===== config.mk =====
export PLATFORM = sky130hd
export DESIGN_NAME = tft_timing_ctrl
export DESIGN_NICKNAME = d
export VERILOG_FILES = /design/src/rtl/tft_timing_ctrl.sv
export SDC_FILE = /design/constraint.sdc
export NUM_CORES = 1
export LEC_CHECK = 0
export BUFFER_PORTS_ARGS = -buffer_cell sky130_fd_sc_hd__buf_2
export CORE_MARGIN = 4
export CORE_UTILIZATION = 54
export CTS_BUF_LIST = sky130_fd_sc_hd__clkbuf_16
export CTS_CLUSTER_SIZE = 24
export DETAILED_ROUTE_END_ITERATION = 6
export PLACE_DENSITY_LB_ADDON = 0.25
export SYNTH_ARGS = -nofsm -noshare
export SYNTH_HDL_FRONTEND = slang
export SYNTH_SLANG_ARGS = --single-unit

===== constraint.sdc =====
create_clock -name Clk -period 5.8 [get_ports Clk]
set_clock_uncertainty 0.05 [all_clocks]
set_input_delay 0.29 -clock Clk [delete_from_list [all_inputs] [get_ports Clk]]
set_output_delay 0.29 -clock Clk [all_outputs]
set_load 0.05 [all_outputs]

===== src/rtl/tft_timing_ctrl.sv =====
// tft_timing_ctrl: horizontal/vertical timing generator and pixel output stage
// for an RGB TFT panel. The free-running h/v counters drive the pixel request
// and the active-area coordinates combinationally. The upstream pixel source
// answers a request in the same cycle. Sync, data-enable and RGB565 pixel are
// then registered, so they all leave this block with the same one-cycle latency.
module tft_timing_ctrl #(
    parameter int unsigned H_SYNC   = 128,
    parameter int unsigned H_BACK   = 88,
    parameter int unsigned H_ACTIVE = 800,
    parameter int unsigned H_FRONT  = 40,
    parameter int unsigned V_SYNC   = 2,
    parameter int unsigned V_BACK   = 33,
    parameter int unsigned V_ACTIVE = 480,
    parameter int unsigned V_FRONT  = 10,
    parameter logic        SYNC_POL = 1'b0
) (
    input  logic        Clk,
    input  logic        Reset_n,
    input  logic [23:0] DATA,
    output logic        Data_Req,
    output logic [10:0] hcount,
    output logic [10:0] vcount,
    output logic        VGA_HS,
    output logic        VGA_VS,
    output logic        VGA_BLK,
    output logic [15:0] VGA_RGB,
    output logic        Frame_Start
);

    // Sums must fit in 11 bits; that constraint is left to the integrator.
    localparam int unsigned H_TOTAL = H_SYNC + H_BACK + H_ACTIVE + H_FRONT;
    localparam int unsigned V_TOTAL = V_SYNC + V_BACK + V_ACTIVE + V_FRONT;

    localparam logic [10:0] H_MAX     = 11'(H_TOTAL - 1);
    localparam logic [10:0] V_MAX     = 11'(V_TOTAL - 1);
    localparam logic [10:0] H_SYNC_L  = 11'(H_SYNC);
    localparam logic [10:0] V_SYNC_L  = 11'(V_SYNC);
    localparam logic [10:0] H_START_L = 11'(H_SYNC + H_BACK);
    localparam logic [10:0] V_START_L = 11'(V_SYNC + V_BACK);
    localparam logic [10:0] H_END_L   = 11'(H_SYNC + H_BACK + H_ACTIVE);
    localparam logic [10:0] V_END_L   = 11'(V_SYNC + V_BACK + V_ACTIVE);

    logic [10:0] r_h_cnt;
    logic [10:0] r_v_cnt;

    logic        w_h_active;
    logic        w_v_active;
    logic        w_first_pix;
    logic [15:0] w_rgb565;

    // Free-running line/frame counters; the vertical counter steps only on line wrap.
    always_ff @(posedge Clk) begin
        if (!Reset_n) begin
            r_h_cnt <= 11'd0;
            r_v_cnt <= 11'd0;
        end else if (r_h_cnt == H_MAX) begin
            r_h_cnt <= 11'd0;
            r_v_cnt <= (r_v_cnt == V_MAX) ? 11'd0 : r_v_cnt + 11'd1;
        end else begin
            r_h_cnt <= r_h_cnt + 11'd1;
        end
    end

    // Active-window decode, pixel request and zero-clamped active-area coordinates.
    always_comb begin
        w_h_active  = (r_h_cnt >= H_START_L) && (r_h_cnt < H_END_L);
        w_v_active  = (r_v_cnt >= V_START_L) && (r_v_cnt < V_END_L);
        Data_Req    = w_h_active && w_v_active;
        hcount      = Data_Req ? (r_h_cnt - H_START_L) : 11'd0;
        vcount      = Data_Req ? (r_v_cnt - V_START_L) : 11'd0;
        w_first_pix = Data_Req && (hcount == 11'd0) && (vcount == 11'd0);
        // Plain truncation to RGB565; DATA only matters while a pixel is requested.
        w_rgb565    = Data_Req ? {DATA[23:19], DATA[15:10], DATA[7:3]} : 16'h0000;
    end

    // Panel-facing outputs, all registered from the same counter state.
    always_ff @(posedge Clk) begin
        if (!Reset_n) begin
            VGA_HS      <= ~SYNC_POL;
            VGA_VS      <= ~SYNC_POL;
            VGA_BLK     <= 1'b0;
            VGA_RGB     <= 16'h0000;
            Frame_Start <= 1'b0;
        end else begin
            VGA_HS      <= (r_h_cnt < H_SYNC_L) ? SYNC_POL : ~SYNC_POL;
            VGA_VS      <= (r_v_cnt < V_SYNC_L) ? SYNC_POL : ~SYNC_POL;
            VGA_BLK     <= Data_Req;
            VGA_RGB     <= w_rgb565;
            Frame_Start <= w_first_pix;
        end
    end

endmodule

==> results of run 1 <==
==> routing by layer <==
layer / vias up / routed length [um]
li1: 959 / -
met3: 11 / 475
met2: 80 / 2126
met5: - / 0
met4: 0 / 106
met1: 851 / 2099
==> power breakdown <==
| group | switching (mW) | internal [mW] | total (mW) |
|---|---|---|---|
| clock network | 0.107 | 0.201 | 0.309 |
| registers | 0.00299 | 0.291 | 0.294 |
| logic | 0.0109 | 0.00744 | 0.0183 |
==> cells in the mapped netlist (6+ instances only) <==
cell type	number
nor2_1	47
dfxtp_1	42
and3_1	18
xnor2_1	16
nand2_1	14
xor2_1	12
inv_1	10
nand3_1	9
buf_2	8
clkbuf_1	8
nand4_1	8
or3_1	6
==> final cells by class <==
| cell class | instances | area, um^2 |
|---|---|---|
| repair buffers | 60 | 300.3 |
| clock inverters | 3 | 40.04 |
| flip-flops and latches | 42 | 840.8 |
| clock buffers | 5 | 125.1 |
| inverters | 11 | 41.29 |
| well taps | 48 | 60.06 |
| multi-input cells | 183 | 1156 |
| fillers | 307 | 1180 |
==> logic make-up (layout without fill, tap and decap cells) <==
| group | after synthesis | after routing | synth area share |
|---|---|---|---|
| AO/OA/AOI/OAI | 21 | 21 | 0.06682 |
| XOR/XNOR | 28 | 28 | 0.1139 |
| buffers and inverters | 32 | 79 | 0.07263 |
| adder cells (fa/ha/maj) | 5 | 5 | 0.02905 |
| flip-flops | 42 | 42 | 0.3905 |
| AND/OR/NAND/NOR | 129 | 129 | 0.3271 |
==> worst paths after layout <==
path	to	slack [ns]	startpoint	cells past startpoint
max	hcount[4]	2.69	r_v_cnt[0]	7
max reg2reg	VGA_RGB[6]	3.39	r_v_cnt[0]	6
min	VGA_RGB[2]	0.19	DATA[5]	2
min reg2reg	r_h_cnt[0]	0.46	r_h_cnt[0]	1
==> cell usage in the layout (no fill, tap or decap), drive strengths merged <==
master,instances
buf,60
nor2,47
dfxtp,42
and3,18
xnor2,16
nand2,14
xor2,12
inv,11
nand3,9
nor3,9
nand4,8
o21ai,7
or3,6
ha,5
clkbuf,5
nor4,5
and2,3
a21oi,3
nor3b,3
or4,2
a31oi,2
clkinv,2
nor4b,2
o211a,1
a2111o,1
a21boi,1
o31ai,1
o21a,1
or3b,1
or2,1
nor4bb,1
a211o,1
o22ai,1
o2111ai,1
a311oi,1
bufinv,1
==> through the flow <==
| step | hold slack, ns | power [mW] | setup WS [ns] | util |
|---|---|---|---|---|
| after floorplan | 0.3925 | 0.3099 | 2.842 | - |
| after global placement | 0.4302 | 0.3186 | 3.021 | 0.6407 |
| after detailed placement | 0.4443 | 0.3186 | 2.998 | 0.6407 |
| after CTS | 0.1860 | 0.6279 | 2.682 | 0.6848 |
| after global routing | 0.1893 | 0.6429 | 2.463 | 0.6848 |
| final | 0.1873 | 0.6210 | 2.689 | 0.6848 |
==> registers in the layout, indices dropped and copies added (netlist names) <==
register and cells:
Frame_Start 1, VGA_BLK 1, VGA_HS 1, VGA_RGB 16, VGA_VS 1, r_h_cnt 11, r_v_cnt 11
==> worst max-delay path: cells and delay by family (launching register included) <==
family	cells	cell delay, ns
AO/OA/AOI/OAI	2	0.70
adder cells (fa/ha/maj)	1	0.43
buffers and inverters	2	0.52
flip-flops	1	0.44
AND/OR/NAND/NOR	2	0.39
==> summary.md, run 1 <==
| Metric | Value |
|---|---|
| Status | finished clean |
| Syn Inst Count | roughly 260 |
| Number of global-route vias before repair | 1777 |
| Final instance area | 2564 um^2 |
| Non-Filler Instances | 352 |
| Worst Tran Pin Value | 0.5492 ns |
| Largest net degree at the start of global routing | 23 |
| Gr busiest metal | met2 |
| Layout cell share with drive strength beyond 1 | 0.2664 |
| Top cells by area, synth | dfxtp_1, nor2_1, xnor2_1, and3_1, xor2_1 |
| Part of the Yosys area used for sequential elements | 0.3905 |
| Commonest register cell after synthesis | dfxtp_1 |
| Final hold violation count | 0 |
| Initial antenna violation count | 0 |
| Die ar. | just over 5000 um^2 |
| Clk buf depth | 2 |
| Inst Count DP | ~340 |
| FP Rows | 22 |
| Io pins | between 60 and 70 |
| Fin nets | ~330 |
| Worst path max stage delay | between 0.6 and 0.7 ns |
| P per Cell Area | 242.2 nW/um^2 |
| Final Critical Period | 3.111 ns |
| Total congestion overflow | 0 |
| Setup crit start kind | flop |
| Fmax | 0.3214 GHz |
| WL per Instance | 13.66 um |
| RSZ-0062 raised after global routing | no |
| Post-synth EDFFs | 0 |
| Largest fanout on the critical path | 22 |
| CP Cell Sequence | ha_1, or4_1, o21ai_1, a2111o_2, inv_2, and2_1, buf_2 |
| Post-CTS sizing | 0 |
| Number of setup buffers added after CTS | 0 |
| Req. time, crit path | 5.46 ns |
| Worst skew pair latency | 0.28 ns |
| DR pass1 iterations | 4 |
| Placed instance area | 2399 um^2 |
| Final TNS setup | 0 ns |
| Clk slew on worst S/H paths | about 0.06 ns |
| # DRC | 0 |
| Hold Buf Count CTS | 0 |
| CTS tree | done |
| Worst path slowest cell | a2111o_2 |
| Total GRT Usage | 0.1996 |
| Avg Inst Size Synth | around 8.4 um^2 |
| Async set-reset flop share out of synthesis | 0 |
| Yosys warnings | 0 |
| Slew HR | 0.6305 |
| Port bufs | 60 |
| Die Height | 71.15 um |
| Post-synthesis cell type count | between 40 and 50 |
| Synth area leader | dfxtp_1 |
| TritonCTS Buffers | 5 |
| Syn nets | around 290 |
| Vias per cell | 5.401 |
| Htree depth | 2 |
| Synth-to-Final Area Change | 19.06% |
| Starting density of the core | 0.5752 |
| GR Layer Usage met3 | 0.05966 |
| Max-slew violations | 0 |
| Final setup viols | 0 |
| Worst Setup Path Type | flop to primary output |
| Yosys top cell area share | 0.3905 |
| Max Cap Viol | 0 |
| Worst Path Arrival | 2.77 ns |
| Core area | 3744 um^2 |
| ANT cells | 0 |
| Hold Path Class | primary input to flop |
| Maximum VDD drop | 169.7 uV |
| Clock sink count | 42 |
| Final Wtd Congestion | 0.8679 |
| Synth Cell Area | 2153 um^2 |
| Leakage | around 1.2 nW |
| Root Driver | clkbuf_16 |
| Die X | 71.15 um |
| First-pass GRT wire length | 8.190 mm |
| Yosys reg bits | 42 |
| Iteration-0 DRC Markers | 86 |
| Met1 Track Usage GR | 0.2565 |
| Worst Setup End Kind | primary output |
| ANT nets after route | 0 |
| Routed WL | 4.808 mm |
| Final worst-path cycle share | 0.5364 |
| Vias | 1901 |
| HPWL Detailed | 3.536 mm |
| Met2 Resource Use GR | 0.3143 |
Note: power is estimated with default switching activity, not from simulation.
==> run 2, diff against run 1 <==
Settings changed: ABC_AREA set to 1, CORE_UTILIZATION 54 to 52.
Clock period 5.8 ns to 3 ns, I/O delays scaled along.
==> run 2 against run 1 <==
  * First-iteration DRC count rose by 120%
  * Largest cell class unchanged
  * Critical endpoint is now vcount[3]
  * Via count rose by 21%
  * Register-to-register slack worse by 2.6 ns
==> summary.md, run 2 <==
| Metric | Value |
|---|---|
| Status | finished clean |
| Worst skew pair latency | 0.28 ns (about the same) |
| Post-synth EDFFs | 0 (unchanged) |
| ANT cells | 0 (unchanged) |
| WL per Instance | 12.09 um (-11%) |
| Final TNS setup | 0 ns (unchanged) |
| Final Critical Period | 2.510 ns |
| Number of setup buffers added after CTS | 0 (unchanged) |
| Worst Tran Pin Value | 0.4076 ns (-0.1417 ns) |
| First-pass GRT wire length | 9.259 mm (+13%) |
| Worst Path Arrival | 2.31 ns (-0.46 ns) |
| Final hold violation count | 0 (unchanged) |
| Core area | 4414 um^2 (+18%) |
| Dpl ws | 0.8231 ns (-2.175 ns) |
| Clock sink count | 42 (unchanged) |
| HPWL Detailed | 4.258 mm (+20%) |
| Layout fillers | 401 (+31%) |
| Clk buf depth | 2 (unchanged) |
| Avg Inst Size Synth | 7.010 um^2 (-16%) |
| Maximum VDD drop | 345.9 uV (+100%) |
| Syn nets | 376 (+31%) |
| Vias per cell | 5.031 (-6.8%) |
| Largest fanout on the critical path | 28 (+27%) |
| Initial antenna violation count | 0 (unchanged) |
| Post-synthesis cell type count | 33 (-23%) |
| P per Cell Area | 424.6 nW/um^2 (+75%) |
| Hold Crit Depth | 3 (+1) |
| Leading post-synthesis cells by instance count | nor2_1, inv_1, nand2_1, dfxtp_1, a21oi_1 |
| Commonest non-fill, non-tap cells in the layout | nor2_1, buf_2, inv_1, nand2_1, dfxtp_1 |
| Worst Setup End Kind | primary output |
| Slew HR | 0.7280 (+0.09751) |
| Max-slew violations | 0 (unchanged) |
| Syn Inst Count | 345 (+34%) |
| Final setup viols | 0 (unchanged) |
| Iteration-0 DRC Markers | 191 (+120%) |
| Final worst-path cycle share | 0.8366 |
| Largest net degree at the start of global routing | 29 (+26%) |
| CTS tree | done |
| Hold Buf Count CTS | 0 (unchanged) |
| Largest Register | VGA_RGB |
| RSZ-0062 raised after global routing | no |
| Synth area leader | dfxtp_1 |
| Starting density of the core | 0.5479 (-0.02730) |
| Commonest non-fill, non-tap cell in the layout | nor2_1 |
| Die X | 76.20 um (+7.1%) |
| Root Driver | clkbuf_16 |
| Async set-reset flop share out of synthesis | 0 (unchanged) |
| Hold Path Class | primary input to flop |
| Yosys warnings | 0 (unchanged) |
| Synth-to-Final Area Change | 18.99% (about the same) |
| Fmax | 0.3984 GHz |
| Fin worst setup slack | 0.4902 ns (-2.199 ns) |
| Yosys reg bits | 42 (unchanged) |
| Die ar. | 5806 um^2 (+15%) |
| Fin nets | 434 (+30%) |
| Part of the Yosys area used for sequential elements | 0.3476 (-0.04282) |
| Leakage | 1.485 nW (+19%) |
| Largest registers | VGA_RGB (16), r_h_cnt (11), r_v_cnt (11) |
| Die Height | 76.20 um (+7.1%) |
| DR pass1 iterations | 4 (unchanged) |
| Top cells by area, synth | dfxtp_1, nor2_1, inv_1, nand2_1, nor2_4 |
| Synth Cell Area | 2419 um^2 (+12%) |
| Vias | 2294 (+21%) |
| Layout cell share with drive strength beyond 1 | 0.2500 (-0.01645) |
| Worst Setup Path Type | flop to primary output |
| Routed WL | 5.515 mm (+15%) |
| Max reg flops | 16 (unchanged) |
| Commonest register cell after synthesis | dfxtp_1 |
| Most frequent cell after synthesis | nor2_1 |
| Port bufs | 60 (unchanged) |
| Total congestion overflow | 0 (unchanged) |
| Number of global-route vias before repair | 2153 (+21%) |
| FP Rows | 24 (+9.1%) |
| Htree depth | 2 (unchanged) |
| # DRC | 0 (unchanged) |
| Post-CTS sizing | 0 (unchanged) |
| TritonCTS Buffers | 5 (unchanged) |
| Max Cap Viol | 0 (unchanged) |
| Setup crit start kind | flop |
| R2R depth | 10 (+4) |
| Final Wtd Congestion | 0.8688 (+0.10%) |
| Total GRT Usage | 0.1889 (-0.01066) |
| ANT nets after route | 0 (unchanged) |
| Clk slew on worst S/H paths | 0.06 ns (about the same) |
| Io pins | 69 (unchanged) |
| Req. time, crit path | 2.80 ns (-2.66 ns) |
| Yosys top cell area share | 0.3476 (-0.04282) |
==> run 2: metrics by stage <==
step	area (um^2)	std cells	total power, mW	utilization	hold slack, ns
floorplan	2419	345	0.6132	-	0.1847
global placement	2711	448	0.6314	0.6142	0.3116
detailed placement	2711	448	0.6321	0.6142	0.3175
CTS	2878	456	1.239	0.6519	0.02233
global route	2878	456	1.267	0.6519	0.03338
finish	2878	456	1.222	0.6519	0.02965
==> run 2: final timing paths <==
path	from	to	slack, ns
worst min-delay path	DATA[7]	VGA_RGB[4]	0.03
worst min register to register	r_h_cnt[0]	r_h_cnt[0]	0.39
worst max register to register	r_h_cnt[0]	r_v_cnt[4]	0.78
worst max-delay path	r_h_cnt[3]	vcount[3]	0.49
==> run 2: cells by family after synthesis <==
family	after synthesis	synth area share
compound gates	35	0.07968
fa+ha+maj	5	0.02587
buf+inv	70	0.1257
flops	42	0.3476
xor+xnor	14	0.05070
simple gates	179	0.3704
==> run 2: final cells by class <==
class | instances | area (um^2) | share of cell area
well taps | 52 | 65.06 | 0.02261
multi-input cells | 233 | 1274 | 0.4426
inverters | 61 | 231.5 | 0.08043
clock buffers | 5 | 125.1 | 0.04348
repair buffers | 60 | 300.3 | 0.1043
clock inverters | 3 | 41.29 | 0.01435
flip-flops and latches | 42 | 840.8 | 0.2922
==> run 2: where the power goes <==
part	internal (mW)	switching (mW)	leakage (nW)
sequential	0.564	0.00425	0.340
clock	0.389	0.213	0.0812
combinational	0.0183	0.0336	1.06
total	0.971	0.251	1.48
==> run 2: critical path, cell delays in order, from the launching register on <==
cell and delay, ns:
dfxtp_1 0.43, ha_1 0.27, inv_1 0.07, nand2_1 0.08, nand3_1 0.11, nand2_1 0.10, nand2_1 0.07, nand3b_4 0.37
a21oi_1 0.23, buf_2 0.30
==> run 2: per-layer routing <==
layer / GRT usage / part of all wire / vias up
li1: - / - / 1186
met1: 0.2301 / 0.44 / 997
met2: 0.3065 / 0.44 / 104
met3: 0.07092 / 0.11 / 7
met4: 0.06119 / 0.016 / 0
met5: 0 / 0 / -
==> run 3, diff against run 2 <==
Settings changed: CORE_UTILIZATION 52 to 47.
Clock period 3 ns to 2 ns, I/O delays scaled along.
==> run 3 against run 2 <==
  * The flow now finishes with violations (negative setup slack)
  * Setup slack lost 0.56 ns
  * Flip-flop and latch count unchanged
  * Critical path depth unchanged
  * Clock power up 31%
  * Cell count increased by 10%
  * Count of clock-buffer cells in the layout did not move
  * Total power up 42%
  * Utilization rose by 9.1 points
  * Worst hold slack got worse by 0.023 ns
  * Non-clock buffer count grew 32
  * Critical endpoint is now hcount[10]
  * Sequential share of layout area is 5.0 points lower
==> summary.md, run 3 (synthesis gave the netlist of run 2 again) <==
| Metric | Value |
|---|---|
| Largest Register | VGA_RGB |
| Failing checks | negative setup slack |
| Largest net degree at the start of global routing | 21 (-28%) |
| P per Cell Area | 481.8 nW/um^2 (+13%) |
| ANT cells | 0 (unchanged) |
| Final TNS setup | -0.8900 ns (-0.8900 ns) |
| TritonCTS Buffers | 5 (unchanged) |
| Worst Setup End Kind | primary output |
| Io pins | 69 (unchanged) |
| Initial antenna violation count | 0 (unchanged) |
| R2R Setup Slk | 0 ns (-0.78 ns) |
| Root Driver | clkbuf_16 |
| Routed WL | 6.892 mm (+25%) |
| Leakage | 1.678 nW (+13%) |
| Hold EP | VGA_RGB[11] |
| Met1 wire length | 2.797 mm (+16%) |
| Routed wl met3 | 614 um (+1.5%) |
| Final hold violation count | 0 (unchanged) |
| Total GRT Usage | 0.1987 (+0.009793) |
| HPWL Detailed | 4.284 mm (+0.62%) |
| Htree depth | 2 (unchanged) |
| DR pass1 iterations | 4 (unchanged) |
| Final Critical Period | 2.073 ns |
| Final instance area | 3600 um^2 (+25%) |
| Clk slew on worst S/H paths | 0.06 ns (about the same) |
| Commonest non-fill, non-tap cells in the layout | inv_1, nand2_1, nor2_1, buf_2, nor2_4 |
| Worst Setup Path Type | flop to primary output |
| Starting density of the core | 0.4988 (-0.04906) |
| Clk buf depth | 2 (unchanged) |
| Req. time, crit path | 1.85 ns (-0.95 ns) |
| Setup crit start kind | flop |
| Largest fanout on the critical path | 5 (-82%) |
| Largest registers | VGA_RGB (16), r_h_cnt (11), r_v_cnt (11) |
| Die X | 79.74 um (+4.6%) |
| First-pass GRT wire length | 10.01 mm (+8.1%) |
| Core area | 4848 um^2 (+9.8%) |
| RSZ-0062 raised after global routing | yes |
| Wire length on met2 | 3.392 mm (+40%) |
| Hold Path Class | primary input to flop |
| Worst skew pair latency | 0.28 ns (about the same) |
| Hold Path Origin | DATA[19] |
| Maximum VDD drop | 561.6 uV (+62%) |
| Hold Crit Depth | 3 (unchanged) |
| Final worst-path cycle share | 1.037 |
| Final setup viols | 23 (+23) |
| Port bufs | 60 (unchanged) |
| CTS tree | done |
| Vias | 2521 (+9.9%) |
| Fmax | 0.4823 GHz |
| Slew HR | 0.7308 (+0.002865) |
| Iteration-0 DRC Markers | 211 (+10%) |
| Max reg flops | 16 (unchanged) |
| Synth-to-Final Area Change | 48.84% |
| Final hold slack | 0.006835 ns (-0.02282 ns) |
| Vias per cell | 5.012 (-0.37%) |
| Number of global-route vias before repair | 2229 (+3.5%) |
| Die Height | 79.74 um (+4.6%) |
| Total congestion overflow | 0 (unchanged) |
| Die ar. | 6358 um^2 (+9.5%) |
| DR top layer | met4 |
| FF-to-FF Start | r_h_cnt[4] |
| R2R depth | 14 (+4) |
| Commonest non-fill, non-tap cell in the layout | inv_1 |
| Max-slew violations | 0 (unchanged) |
| Dpl ws | 0.04988 ns (-0.7732 ns) |
| ANT nets after route | 0 (unchanged) |
| Worst R2R End | Frame_Start |
| Clock sink count | 42 (unchanged) |
| Max Cap Viol | 0 (unchanged) |
| WL per Instance | 13.70 um (+13%) |
| Final Wtd Congestion | 0.9063 (+4.3%) |
| Fin nets | 466 (+7.4%) |
| Worst Path Arrival | 1.92 ns (-0.39 ns) |
| Layout cell share with drive strength beyond 1 | 0.4197 (+0.1697) |
| Placed instance area | 2818 um^2 (+3.9%) |
| Status | finished with violations |
| Total power | 1.734 mW (+42%) |
| # DRC | 0 (unchanged) |
| Fin worst setup slack | -0.07320 ns (-0.5634 ns) |
| Worst Tran Pin Value | 0.3985 ns (-0.009063 ns) |
| FP Rows | 25 (+4.2%) |
run 3: cell count changes in the layout (fill, tap and decap cells not counted), moves of 7 or more:
cell / change
dfxtp_2: +9
nor2_4: +16
buf_4: +19
buf_6: +23
dfxtp_1: -14
nor2_1: -28
buf_2: -22
nor2_2: +12
dlygate4sd3_1: +7
run 3: final cells by class:
class                   count  area [um^2]
inverters                  61        231.5
clock buffers               5        125.1
flip-flops and latches     42        870.8
clock inverters             3        16.27
well taps                  67        83.83
multi-input cells         233         1500
repair buffers             92        772.0
fillers                   349         1249
run 3: what timing repair did:
item	in CTS	in global routing
pin swaps	2	13
buffers inserted	6	10
gates resized for setup	47	81
endpoints found under the setup margin	23	26
hold buffers	7	0
endpoints found under the hold margin	7	0
cloned	0	3
run 3: metrics by stage:
stage / std cells / utilization
6_report: 503 / 0.7425
5_1_grt: 503 / 0.7425
4_1_cts: 492 / 0.6619
3_5_place_dp: 471 / 0.5812
3_3_place_gp: 471 / 0.5812
2_1_floorplan: 345 / -
run 3: how the worst max path moves through the flow:
stage	start	end	slack, ns	cells after the start
floorplan	r_h_cnt[3]	hcount[0]	-0.17	9
global placement	r_h_cnt[4]	Frame_Start	0.11	12
detailed placement	r_h_cnt[4]	hcount[6]	0.05	10
CTS	r_h_cnt[4]	vcount[7]	-0.02	9
global route	r_h_cnt[4]	vcount[3]	-0.16	10
finish	r_h_cnt[4]	hcount[10]	-0.07	9
run 3: report_power, final:
group	switching [mW]	internal [mW]
Combinational	0.0590	0.0397
Sequential	0.00781	0.840
Clock	0.332	0.456
run 3: metal layers:
| layer | global-route usage | up-vias |
|---|---|---|
| li1 | - | 1257 |
| met1 | 0.2575 | 1157 |
| met2 | 0.3147 | 98 |
| met3 | 0.06208 | 9 |
| met4 | 0.06250 | 0 |
| met5 | 0 | - |
run 3: worst max-delay path, cell delays in order, from the launching register on:
cell and delay [ns]:
dfxtp_4 0.36, ha_4 0.18, nand3_4 0.12, nor2_4 0.04
nor2_2 0.12, nand2_2 0.08, nand3b_4 0.25, clkbuf_16 0.22
nor2_2 0.10, buf_6 0.17
